--- config.mk ---
export PLATFORM = sky130hd
export DESIGN_NAME = vm_vend_ctrl_flat
export DESIGN_NICKNAME = d
export VERILOG_FILES = /design/src/rtl/vm_pkg.sv /design/src/rtl/vm_vend_ctrl_if.sv /design/src/rtl/vm_change_gen.sv /design/src/rtl/vm_vend_ctrl.sv /design/src/flat_wrapper.sv
export SDC_FILE = /design/constraint.sdc
export NUM_CORES = 1
export LEC_CHECK = 0
export CORE_MARGIN = 2
export CORE_UTILIZATION = 40
export DETAILED_ROUTE_END_ITERATION = 12
export DONT_BUFFER_PORTS = 1
export HOLD_SLACK_MARGIN = 0.03
export PLACE_DENSITY = 0.55
export SYNTH_ARGS = -nofsm -noshare
export SYNTH_HDL_FRONTEND = slang
export SYNTH_HIERARCHICAL = 1
export SYNTH_SLANG_ARGS = --single-unit
--- constraint.sdc ---
create_clock -name clk -period 6.2 [get_ports clk]
set_clock_uncertainty 0.05 [all_clocks]
set_input_delay 1.55 -clock clk [delete_from_list [all_inputs] [get_ports clk]]
set_output_delay 1.55 -clock clk [all_outputs]
set_load 0.02 [all_outputs]
--- src/rtl/vm_pkg.sv ---
// Shared types for the vending controller: coin codes, FSM states
// and the nickel-unit value of each coin.
package vm_pkg;

    localparam int COIN_W     = 2;
    localparam int COIN_TYPES = 4;
    localparam int VAL_W      = 5;

    typedef enum logic [COIN_W-1:0] {
        COIN_NICKEL  = 2'd0,
        COIN_DIME    = 2'd1,
        COIN_QUARTER = 2'd2,
        COIN_DOLLAR  = 2'd3
    } coin_e;

    typedef enum logic [1:0] {
        S_IDLE,
        S_CREDIT,
        S_VEND,
        S_CHANGE
    } state_e;

    function automatic logic [VAL_W-1:0] coin_value(input coin_e c);
        logic [VAL_W-1:0] v;
        v = '0;
        unique case (c)
            COIN_NICKEL:  v = 5'd1;
            COIN_DIME:    v = 5'd2;
            COIN_QUARTER: v = 5'd5;
            COIN_DOLLAR:  v = 5'd20;
        endcase
        return v;
    endfunction

endpackage

--- src/rtl/vm_vend_ctrl_if.sv ---
// Front-end / back-end bundle of the vending controller.
// master = coin acceptor, keypad, config and hopper; slave = controller.
interface vm_vend_ctrl_if
    import vm_pkg::*;
#(
    parameter int NUM_ITEMS = 8,
    parameter int CREDIT_W  = 8,
    parameter int PRICE_W   = 6,
    parameter int STOCK_W   = 4
);
    localparam int IDX_W = $clog2(NUM_ITEMS);

    logic                coin_valid;
    logic [COIN_W-1:0]   coin_type;
    logic                sel_valid;
    logic [IDX_W-1:0]    sel_item;
    logic                cancel;
    logic                cfg_we;
    logic [IDX_W-1:0]    cfg_idx;
    logic [PRICE_W-1:0]  cfg_price;
    logic [STOCK_W-1:0]  cfg_stock;
    logic [CREDIT_W-1:0] credit;
    logic                coin_reject;
    logic                vend_valid;
    logic [IDX_W-1:0]    vend_item;
    logic                err_sold_out;
    logic                err_funds;
    logic                change_valid;
    coin_e               change_coin;
    logic                change_ready;
    logic                busy;

    modport master (
        output coin_valid, coin_type, sel_valid, sel_item, cancel,
        output cfg_we, cfg_idx, cfg_price, cfg_stock, change_ready,
        input  credit, coin_reject, vend_valid, vend_item,
        input  err_sold_out, err_funds, change_valid, change_coin, busy
    );

    modport slave (
        input  coin_valid, coin_type, sel_valid, sel_item, cancel,
        input  cfg_we, cfg_idx, cfg_price, cfg_stock, change_ready,
        output credit, coin_reject, vend_valid, vend_item,
        output err_sold_out, err_funds, change_valid, change_coin, busy
    );

endinterface

--- src/rtl/vm_change_gen.sv ---
// Greedy change picker: largest coin not exceeding the credit.
// Zero credit yields a nickel code, which is never presented.
module vm_change_gen
    import vm_pkg::*;
#(
    parameter int CREDIT_W = 8
) (
    input  logic [CREDIT_W-1:0] credit_i,
    output coin_e               coin_o
);

    always_comb begin
        coin_o = COIN_NICKEL;
        if (32'(credit_i) >= 32'd20)
            coin_o = COIN_DOLLAR;
        else if (32'(credit_i) >= 32'd5)
            coin_o = COIN_QUARTER;
        else if (32'(credit_i) >= 32'd2)
            coin_o = COIN_DIME;
    end

endmodule

--- src/rtl/vm_vend_ctrl.sv ---
// Vending controller: credit tracking, price/stock table, vend
// decision one cycle after a registered select, greedy change return.
module vm_vend_ctrl
    import vm_pkg::*;
#(
    parameter int NUM_ITEMS = 8,
    parameter int CREDIT_W  = 8,
    parameter int PRICE_W   = 6,
    parameter int STOCK_W   = 4
) (
    input logic         clk,
    input logic         rst_n,
    vm_vend_ctrl_if.slave bus
);

    localparam int IDX_W = $clog2(NUM_ITEMS);
    localparam logic [CREDIT_W:0] CMAX = {1'b0, {CREDIT_W{1'b1}}};

    state_e              state_q;
    logic [CREDIT_W-1:0] credit_q;
    logic [PRICE_W-1:0]  price_q [NUM_ITEMS];
    logic [STOCK_W-1:0]  stock_q [NUM_ITEMS];
    logic                pend_q;
    logic [IDX_W-1:0]    pend_idx_q;
    logic                coin_reject_q;
    logic                vend_valid_q;
    logic [IDX_W-1:0]    vend_item_q;
    logic                err_sold_out_q;
    logic                err_funds_q;
    logic                change_valid_q;
    coin_e               change_coin_q;

    logic                accepting;
    logic                do_cancel;
    logic                do_sel;
    logic                do_coin;
    logic [CREDIT_W:0]   coin_sum;
    logic                coin_fits;
    logic [PRICE_W-1:0]  price_sel;
    logic [STOCK_W-1:0]  stock_sel;
    logic                sold_out;
    logic                funds_ok;
    logic [CREDIT_W-1:0] credit_rem;
    logic [CREDIT_W-1:0] pick_in;
    coin_e               pick_coin;

    // The decision cycle after a select blocks all other front-end input.
    assign accepting = (state_q == S_IDLE || state_q == S_CREDIT)
                       && !pend_q;
    assign do_cancel = accepting && bus.cancel && state_q == S_CREDIT;
    assign do_sel    = accepting && bus.sel_valid && !do_cancel;
    assign do_coin   = accepting && bus.coin_valid
                       && !do_cancel && !do_sel;

    assign coin_sum  = {1'b0, credit_q}
                     + (CREDIT_W+1)'(coin_value(coin_e'(bus.coin_type)));
    assign coin_fits = coin_sum <= CMAX;

    assign price_sel = price_q[pend_idx_q];
    assign stock_sel = stock_q[pend_idx_q];
    assign sold_out  = stock_sel == '0;
    assign funds_ok  = {1'b0, credit_q} >= (CREDIT_W+1)'(price_sel);

    assign credit_rem = credit_q
                      - CREDIT_W'(coin_value(change_coin_q));
    assign pick_in    = (state_q == S_CHANGE) ? credit_rem : credit_q;

    vm_change_gen #(
        .CREDIT_W (CREDIT_W)
    ) u_change_gen (
        .credit_i (pick_in),
        .coin_o   (pick_coin)
    );

    always_ff @(posedge clk or negedge rst_n) begin
        if (!rst_n) begin
            state_q        <= S_IDLE;
            credit_q       <= '0;
            pend_q         <= 1'b0;
            pend_idx_q     <= '0;
            coin_reject_q  <= 1'b0;
            vend_valid_q   <= 1'b0;
            vend_item_q    <= '0;
            err_sold_out_q <= 1'b0;
            err_funds_q    <= 1'b0;
            change_valid_q <= 1'b0;
            change_coin_q  <= COIN_NICKEL;
            for (int i = 0; i < NUM_ITEMS; i++) begin
                price_q[i] <= '1;
                stock_q[i] <= '0;
            end
        end else begin
            coin_reject_q  <= bus.coin_valid && !(do_coin && coin_fits);
            vend_valid_q   <= 1'b0;
            err_sold_out_q <= 1'b0;
            err_funds_q    <= 1'b0;
            unique case (state_q)
                S_IDLE, S_CREDIT: begin
                    if (pend_q) begin
                        pend_q <= 1'b0;
                        if (sold_out) begin
                            err_sold_out_q <= 1'b1;
                        end else if (!funds_ok) begin
                            err_funds_q <= 1'b1;
                        end else begin
                            credit_q <= credit_q - CREDIT_W'(price_sel);
                            stock_q[pend_idx_q] <= stock_sel - STOCK_W'(1);
                            vend_valid_q <= 1'b1;
                            vend_item_q  <= pend_idx_q;
                            state_q      <= S_VEND;
                        end
                    end else if (do_cancel) begin
                        state_q        <= S_CHANGE;
                        change_valid_q <= 1'b1;
                        change_coin_q  <= pick_coin;
                    end else if (do_sel) begin
                        pend_q     <= 1'b1;
                        pend_idx_q <= bus.sel_item;
                    end else if (do_coin && coin_fits) begin
                        credit_q <= coin_sum[CREDIT_W-1:0];
                        state_q  <= S_CREDIT;
                    end
                    if (state_q == S_IDLE && !pend_q && bus.cfg_we) begin
                        price_q[bus.cfg_idx] <= bus.cfg_price;
                        stock_q[bus.cfg_idx] <= bus.cfg_stock;
                    end
                end
                S_VEND: begin
                    if (credit_q != '0) begin
                        state_q        <= S_CHANGE;
                        change_valid_q <= 1'b1;
                        change_coin_q  <= pick_coin;
                    end else begin
                        state_q <= S_IDLE;
                    end
                end
                S_CHANGE: begin
                    if (bus.change_ready) begin
                        credit_q <= credit_rem;
                        if (credit_rem == '0) begin
                            state_q        <= S_IDLE;
                            change_valid_q <= 1'b0;
                        end else begin
                            change_coin_q <= pick_coin;
                        end
                    end
                end
            endcase
        end
    end

    assign bus.credit       = credit_q;
    assign bus.coin_reject  = coin_reject_q;
    assign bus.vend_valid   = vend_valid_q;
    assign bus.vend_item    = vend_item_q;
    assign bus.err_sold_out = err_sold_out_q;
    assign bus.err_funds    = err_funds_q;
    assign bus.change_valid = change_valid_q;
    assign bus.change_coin  = change_coin_q;
    assign bus.busy         = (state_q == S_VEND) || (state_q == S_CHANGE);

endmodule
--- src/flat_wrapper.sv ---
// flat-port wrapper written by rule: the top's interface ports become plain ports
module vm_vend_ctrl_flat import vm_pkg::*;
#(
    parameter int NUM_ITEMS = 8,
    parameter int CREDIT_W  = 8,
    parameter int PRICE_W   = 6,
    parameter int STOCK_W   = 4
)
  (clk, rst_n, bus_coin_valid, bus_coin_type, bus_sel_valid, bus_sel_item, bus_cancel, bus_cfg_we, bus_cfg_idx, bus_cfg_price, bus_cfg_stock, bus_change_ready, bus_credit, bus_coin_reject, bus_vend_valid, bus_vend_item, bus_err_sold_out, bus_err_funds, bus_change_valid, bus_change_coin, bus_busy);
  vm_vend_ctrl_if #(.NUM_ITEMS(NUM_ITEMS), .CREDIT_W(CREDIT_W), .PRICE_W(PRICE_W), .STOCK_W(STOCK_W)) bus_i ();
  input logic clk;
  input logic rst_n;
  input wire logic [$bits(bus_i.coin_valid)-1:0] bus_coin_valid;
  input wire logic [$bits(bus_i.coin_type)-1:0] bus_coin_type;
  input wire logic [$bits(bus_i.sel_valid)-1:0] bus_sel_valid;
  input wire logic [$bits(bus_i.sel_item)-1:0] bus_sel_item;
  input wire logic [$bits(bus_i.cancel)-1:0] bus_cancel;
  input wire logic [$bits(bus_i.cfg_we)-1:0] bus_cfg_we;
  input wire logic [$bits(bus_i.cfg_idx)-1:0] bus_cfg_idx;
  input wire logic [$bits(bus_i.cfg_price)-1:0] bus_cfg_price;
  input wire logic [$bits(bus_i.cfg_stock)-1:0] bus_cfg_stock;
  input wire logic [$bits(bus_i.change_ready)-1:0] bus_change_ready;
  output wire logic [$bits(bus_i.credit)-1:0] bus_credit;
  output wire logic [$bits(bus_i.coin_reject)-1:0] bus_coin_reject;
  output wire logic [$bits(bus_i.vend_valid)-1:0] bus_vend_valid;
  output wire logic [$bits(bus_i.vend_item)-1:0] bus_vend_item;
  output wire logic [$bits(bus_i.err_sold_out)-1:0] bus_err_sold_out;
  output wire logic [$bits(bus_i.err_funds)-1:0] bus_err_funds;
  output wire logic [$bits(bus_i.change_valid)-1:0] bus_change_valid;
  output wire logic [$bits(bus_i.change_coin)-1:0] bus_change_coin;
  output wire logic [$bits(bus_i.busy)-1:0] bus_busy;
  assign bus_i.coin_valid = bus_coin_valid;
  assign bus_i.coin_type = bus_coin_type;
  assign bus_i.sel_valid = bus_sel_valid;
  assign bus_i.sel_item = bus_sel_item;
  assign bus_i.cancel = bus_cancel;
  assign bus_i.cfg_we = bus_cfg_we;
  assign bus_i.cfg_idx = bus_cfg_idx;
  assign bus_i.cfg_price = bus_cfg_price;
  assign bus_i.cfg_stock = bus_cfg_stock;
  assign bus_i.change_ready = bus_change_ready;
  assign bus_credit = bus_i.credit;
  assign bus_coin_reject = bus_i.coin_reject;
  assign bus_vend_valid = bus_i.vend_valid;
  assign bus_vend_item = bus_i.vend_item;
  assign bus_err_sold_out = bus_i.err_sold_out;
  assign bus_err_funds = bus_i.err_funds;
  assign bus_change_valid = bus_i.change_valid;
  assign bus_change_coin = bus_i.change_coin;
  assign bus_busy = bus_i.busy;
  vm_vend_ctrl #(.NUM_ITEMS(NUM_ITEMS), .CREDIT_W(CREDIT_W), .PRICE_W(PRICE_W), .STOCK_W(STOCK_W)) u_core (.clk(clk), .rst_n(rst_n), .bus(bus_i));
endmodule
==> impl_metrics.yaml, run 1 <==
timing:
  rsz0062_at_grt: "false"
  tightest_slew_ns: 1.09
  setup_violations: 0
  hold_slack_ns: 0.409
  slew_viol_final: 0
  setup_tns_ns: 0
  fin_crit_ns: 4.07
  final-hold-violation-count: 0
  fmax_mhz: 246
  max-slew-margin-rel_pct: 27.0
  fin_ws_ns: 2.13
  period_share_pct: 65.6
setup_path:
  r2r_cells: 13
  critPathTopFamily: "compound AO/OA/AOI/OAI gates"
  critPathLaunch: "u_core/pend_idx_q[1]$_DFFE_PN0P_"
  r2r-end: "u_core/stock_q[22]$_DFFE_PN0N_"
  crit_slowest_cell: "buf_4"
  r2r-start: "u_core/pend_idx_q[1]$_DFFE_PN0P_"
  path_class: "reg2reg"
  worst_path_most_repeated_cell: "o21ai_0"
  critPathLaunchType: "flip-flop"
  path_buf_inv: 1
  critPathCaptureType: "flip-flop"
  rrSetupSlack_ns: 2.13
  critPathMaxFanout: 42
  cp.arrival_ns: 4.31
  cp_slowest_stage_delay_ns: 0.44
  cp.required_ns: 6.44
  cp_cell_sequence: "buf_4 -> mux2_2 -> a22oi_1 -> o22a_1 -> o21ai_0 -> ha_1 -> fa_1 -> nor2b_1 -> o21ai_0 -> nand3_2 -> o2111ai_1 -> o21ai_1 -> o221a_2"
global_routing:
  grt_pass1_vias: 5377
  grt_antenna_before_repair: 1
  grt.overflow.total: 0
  grt_pass1_wl_um: 30500
  grt_use_total_pct: 22.3
  grt_max_degree: 105
synthesis:
  yosysSeqAreaShare_pct: 40.6
  synthesis.nets: 771
  async_flop_share_pct: 100
  synth-edff-count: 0
  yosysTopAreaCellShare_pct: 21.3
  synth_cell_type_count: 78
  synth.area.top_cells: "dfrtp_1 21%, dfstp_2 19%, nand2_1 10%"
  avgSynthCellArea_sq_um: 9.02
  synthFlopType: "dfrtp_1"
  yosysTopAreaCell: "dfrtp_1"
  ys_seq_elements: 104
  syn_inst: 728
  netlist_area_sq_um: 6570
  ys.warnings.count: 6
layout:
  drive_gt1_share_pct: 17.1
  syn2layout_area_growth_pct: 5.28
  nets: 740
  fin_cells: 918
  antenna_cells: 0
placement:
  gp_congestion: 0.824
  dp_hpwl_um: 13200
  port_buffers: 0
  dp_cells: 902
  pre_cts_ws_ns: 2.03
power_and_ir_drop:
  power.density_nw_per_um2: 413
  swShare_pct: 45.6
  power_frac_comb_pct: 47.5
  cell_internal_pwr_w: 0.00155
  p_leak_nw: 2.72
  peakVddDrop_mv: 0.233
  power.net_switching_w: 0.00130
  clkPwrFrac_pct: 18.6
  power_frac_seq_pct: 33.8
floorplanning:
  fp.dieH_um: 132
  row_count: 46
  initial_core_util_pct: 41.2
  pin_count: 44
  die_w_um: 132
  core_region_area_sq_um: 15900
  die_area_sq_um: 17500
clock_tree:
  cts_inserted_buffers: 9
  htreeDepth: 3
  clockRootBuffer: "clkbuf_16"
  post-cts-setup-buffer-count: 0
  cts-hold-fix-buffers: 0
  cts_resized: 0
  cts.clk_slew.worst_paths_ns: 0.07
  cts.sinks: 104
  clkLatencyLatePin_ns: 0.35
  cts_tree: "yes"
  cts_max_path_buffers: 2
routing:
  post_drt_wl_per_cell_um: 20.9
  routed_wl_um: 19200
  drtIter0Drc: 479
  route.detailed.drc: 0
  viasPerCell: 5.97
  first_pass_iters: 5
  via_count: 5477
  drtAntennaViolNets: 0
run:
  drv_cap: 0
min_path:
  hold_end: "u_core/price_q[36]$_DFFE_PN1P_"
  whs_path_depth: 2
  worstHoldStart: "u_core/price_q[36]$_DFFE_PN1P_"
  hold_path.class: "reg2reg"
run_status:
  status: "finished clean"
==> flip-flops by register name, summed over array words and instances (netlist names) <==
name / count
u_core/bus.change_valid: 1
u_core/pend_idx_q: 3
u_core/bus.err_sold_out: 1
u_core/pend_q: 1
u_core/bus.change_coin: 2
u_core/bus.coin_reject: 1
u_core/bus.credit: 8
u_core/stock_q: 32
u_core/state_q: 2
u_core/bus.vend_item: 3
u_core/bus.vend_valid: 1
u_core/price_q: 48
u_core/bus.err_funds: 1
==> metal layers <==
layer,track usage [%],vias up,wire (um)
met5,0,-,0
met4,7.61,0,419
met3,4.81,39,1370
met2,35.0,223,8800
met1,30.6,2677,8580
li1,-,2538,-
==> cell usage in the layout, fill, tap and decap left out, types with 4 or more instances in the layout <==
cell       instances
xnor2_1           11
mux4_2             4
dfrtp_1           56
nor2b_1           13
a21o_1             6
a21oi_2            7
nor3_1             7
and2_1             6
buf_4              5
o2111ai_2          4
o31a_1             7
nand3_1            9
and3_1             4
inv_1             16
a211oi_1           4
a22o_1             8
nor2_1            47
a31oi_1           11
o21a_1             8
nand2b_1           9
o22ai_1           22
or3_1              4
mux2_2            14
a2bb2oi_1         17
ha_1              15
a21oi_1           21
nand2_1          183
o31ai_1            8
clkbuf_16          9
o21ai_0           27
mux2i_1           16
dfstp_2           48
==> power by group through the flow <==
stage / Combinational, W / Sequential, W / Clock, W
after floorplan: 0.00115 / 0.000882 / 0
after global placement: 0.00130 / 0.000978 / 0
after detailed placement: 0.00133 / 0.000977 / 0
after CTS: 0.00134 / 0.000967 / 0.000545
after global routing: 0.00148 / 0.000985 / 0.000574
final: 0.00136 / 0.000966 / 0.000532
==> worst max path at each step <==
| stage | endpoint | slack [ns] | cells after the start |
|---|---|---|---|
| final | u_core/stock_q[22]$_DFFE_PN0N_ | 2.13 | 13 |
| after global routing | u_core/stock_q[22]$_DFFE_PN0N_ | 1.78 | 12 |
| after CTS | u_core/stock_q[22]$_DFFE_PN0N_ | 2.11 | 12 |
| after detailed placement | u_core/bus.credit[7]$_DFFE_PN0P_ | 2.03 | 10 |
| after global placement | u_core/bus.credit[7]$_DFFE_PN0P_ | 2.13 | 10 |
| after floorplan | u_core/stock_q[22]$_DFFE_PN0N_ | 2.45 | 15 |
==> cell usage after synthesis (9+ instances only) <==
library cell  count
nand2_1         183
nand3_1           9
a2bb2oi_1        17
a31oi_1          11
nand2b_1          9
clkbuf_1         22
nor2_1           47
mux2_2           14
mux2i_1          16
ha_1             15
o21ai_0          27
inv_1            16
xnor2_1          11
dfstp_2          48
nor3_1            9
nor2b_1          13
dfrtp_1          56
a21oi_1          21
o22ai_1          22
==> metrics by stage <==
step | total power [W] | util, % | area, sq um
floorplan | 0.00203 | - | 6570
global placement | 0.00228 | 41.7 | 6650
detailed placement | 0.00231 | 41.7 | 6650
CTS | 0.00285 | 43.4 | 6910
global route | 0.00304 | 43.4 | 6910
finish | 0.00285 | 43.4 | 6910
==> worst min-delay path, stage by stage, from the launching register on <==
cell and delay [ns]:
dfstp_2 0.37, nand2_1 0.05, nand2_1 0.05
==> kinds of logic (layout without fill, tap and decap cells) <==
group / after synthesis / after routing / synth area share (%)
fa+ha+maj: 18 / 18 / 3.77
simple gates: 304 / 304 / 20.5
compound gates: 188 / 188 / 21.8
mux: 36 / 36 / 6.77
xor+xnor: 15 / 15 / 2.12
buf+inv: 63 / 37 / 4.50
flops: 104 / 104 / 40.6
==> cell type report <==
cell class | instances | area, sq um
well taps | 216 | 270
clock buffers | 11 | 233
flip-flops and latches | 104 | 2660
multi-input cells | 561 | 3620
clock inverters | 5 | 31.3
inverters | 16 | 60.1
fillers | 1587 | 9030
repair buffers | 5 | 37.5
(Power assumes the default switching activity.)
==> run 2: changes to the inputs <==
clock period = 3.9 ns   (was 6.2 ns; I/O delays follow)
==> impl_metrics.yaml, run 2 (synthesis gave the netlist of run 1 again) <==
run_status:
  status: "finished clean"
setup_path:
  critPathLaunchType: "flip-flop"
  r2r_cells: 13
  cp.arrival_ns: 3.79
  crit_slowest_cell: "dfrtp_2"
  cp_cell_sequence: "mux2_2 -> a21oi_1 -> nor2_1 -> nor3_1 -> inv_1 -> fa_1 -> nor2b_1 -> o21ai_0 -> nand3_2 -> buf_4 -> o2111ai_2 -> o31a_1 -> o21a_1"
  path_depth: 13
  cp_slowest_stage_delay_ns: 0.54
  path_class: "reg2reg"
  path_buf_inv: 2
  critPathTopFamily: "compound AO/OA/AOI/OAI gates"
  critPathMaxFanout: 12
  critPathCaptureType: "flip-flop"
  cp.required_ns: 4.10
floorplanning:
  initial_core_util_pct: 41.2
  row_count: 46
  die_w_um: 132
  pin_count: 44
  die_area_sq_um: 17500
  core_region_area_sq_um: 15900
  fp.dieH_um: 132
layout:
  layout.cells.most_common: "nand2_1"
  nets: 756
  multiInputGateArea_sq_um: 3610
  most-common-layout-cells: "183 x nand2_1, 54 x dfrtp_1, 48 x dfstp_2"
  fillers: 1551
  largest_reg_flops: 48
  antenna_cells: 0
  drive_gt1_share_pct: 18.9
  syn2layout_area_growth_pct: 7.81
  final_util_pct: 44.4
  seq_area_sq_um: 2670
  regMostFlops: "u_core/price_q"
  finalInstanceArea_sq_um: 7080
min_path:
  hold_path.class: "in2async"
clock_tree:
  cts_tree: "yes"
  cts.clk_slew.worst_paths_ns: 0.07
  cts-hold-fix-buffers: 0
  clockRootBuffer: "clkbuf_16"
  clkLatencyLatePin_ns: 0.36
  cts.sinks: 104
  cts_max_path_buffers: 2
  htreeDepth: 3
  cts_inserted_buffers: 9
routing:
  via_count: 5480
  routed_wl_um: 19100
  drtIter0Drc: 454
  post_drt_wl_per_cell_um: 20.5
  route.detailed.drc: 0
  viasPerCell: 5.87
  first_pass_iters: 5
  drtAntennaViolNets: 0
timing:
  final-hold-violation-count: 0
  tightest_slew_ns: 0.898
  period_share_pct: 92.1
  rsz0062_at_grt: "false"
  max-slew-margin-rel_pct: 39.9
  slew_viol_final: 0
  setup_tns_ns: 0
  setup_violations: 0
  fmax_mhz: 278
  hold_slack_ns: 0.262
  fin_crit_ns: 3.59
power_and_ir_drop:
  cell_internal_pwr_w: 0.00264
  power_frac_seq_pct: 31.9
  peakVddDrop_mv: 0.235
  power.density_nw_per_um2: 666
  swShare_pct: 44.0
  power.net_switching_w: 0.00207
  total_power_w: 0.00471
  power_frac_comb_pct: 47.2
  clkPwrFrac_pct: 20.9
  p_leak_nw: 2.82
global_routing:
  grt_use_total_pct: 22.5
  grt.overflow.total: 0
  grt_max_degree: 105
  grt_antenna_before_repair: 0
  grt_pass1_vias: 5364
  grt_pass1_wl_um: 30700
placement:
  dp_hpwl_um: 13400
  gp_congestion: 0.857
  port_buffers: 0
  placed_cell_area_sq_um: 6760
run:
  drv_cap: 0
[run 2: cell count changes in the layout (fill, tap and decap cells not counted), sizes merged]
cell      previous run  this run
bufinv               0         1
clkinvlp             0         1
clkinv               3         0
inv                 18        17
clkbuf              11        13
buf                  5        21
[run 2: area by class of cell]
cell class                 instances  area share, %
clock inverter                     3          0.654
multi-input combinational        561           51.0
tap                              216           3.82
inverter                          16          0.849
sequential                       104           37.7
timing repair buffer              21           2.23
clock buffer                      13           3.84
[run 2: power groups by stage]
| stage | Clock, W | Combinational (W) | Sequential [W] |
|---|---|---|---|
| floorplan | 0 | 0.00182 | 0.00140 |
| global placement | 0 | 0.00216 | 0.00152 |
| detailed placement | 0 | 0.00220 | 0.00152 |
| CTS | 0.000994 | 0.00221 | 0.00151 |
| global route | 0.00106 | 0.00246 | 0.00153 |
| finish | 0.000984 | 0.00223 | 0.00151 |
[run 2: routing by layer]
| layer | global-route usage [%] | part of all wire [%] | vias up |
|---|---|---|---|
| met4 | 7.43 | 2.5 | 0 |
| met5 | 0 | 0 | - |
| met1 | 30.1 | 44 | 2694 |
| li1 | - | - | 2559 |
| met2 | 35.4 | 46 | 187 |
| met3 | 6.19 | 7.4 | 40 |
[run 2: per-stage QoR]
| step | instances | worst slack, ns |
|---|---|---|
| final | 934 | 0.309 |
| after global routing | 934 | 0.0219 |
| after CTS | 934 | 0.174 |
| after detailed placement | 918 | 0.192 |
| after global placement | 918 | 0.172 |
| after floorplan | 728 | 0.146 |
[run 2: path summary, 6_finish.rpt]
check / startpoint / endpoint / slack (ns)
max in group asynchronous: rst_n / u_core/price_q[31]$_DFFE_PN1P_ / 3.28
min in group clk: u_core/price_q[39]$_DFFE_PN1P_ / u_core/price_q[39]$_DFFE_PN1P_ / 0.41
setup / recovery: u_core/pend_idx_q[2]$_DFFE_PN0P_ / u_core/stock_q[26]$_DFFE_PN0N_ / 0.31
hold reg to reg: u_core/price_q[39]$_DFFE_PN1P_ / u_core/price_q[39]$_DFFE_PN1P_ / 0.41
setup reg to reg: u_core/pend_idx_q[2]$_DFFE_PN0P_ / u_core/stock_q[26]$_DFFE_PN0N_ / 0.31
hold / removal: rst_n / u_core/stock_q[21]$_DFFE_PN0N_ / 0.26
[run 2: timing repair]
action,in CTS,in global routing
endpoints found under the setup margin,0,22
resized for setup,0,2
setup buffers,0,0
[run 2: worst register-to-register path, delay by kind of cell (launching register included)]
kind | cells | cell delay [ns]
AO/OA/AOI/OAI | 5 | 0.99
AND/OR/NAND/NOR | 4 | 0.76
flip-flops | 1 | 0.54
adder cells (fa/ha/maj) | 1 | 0.44
multiplexers | 1 | 0.37
buffers and inverters | 2 | 0.32
==> run 3: changes to the inputs <==
CAP_MARGIN = 20   (was not set)
==> results of run 3 <==
No change in the layout: final DEF, timing and power equal those of run 2.
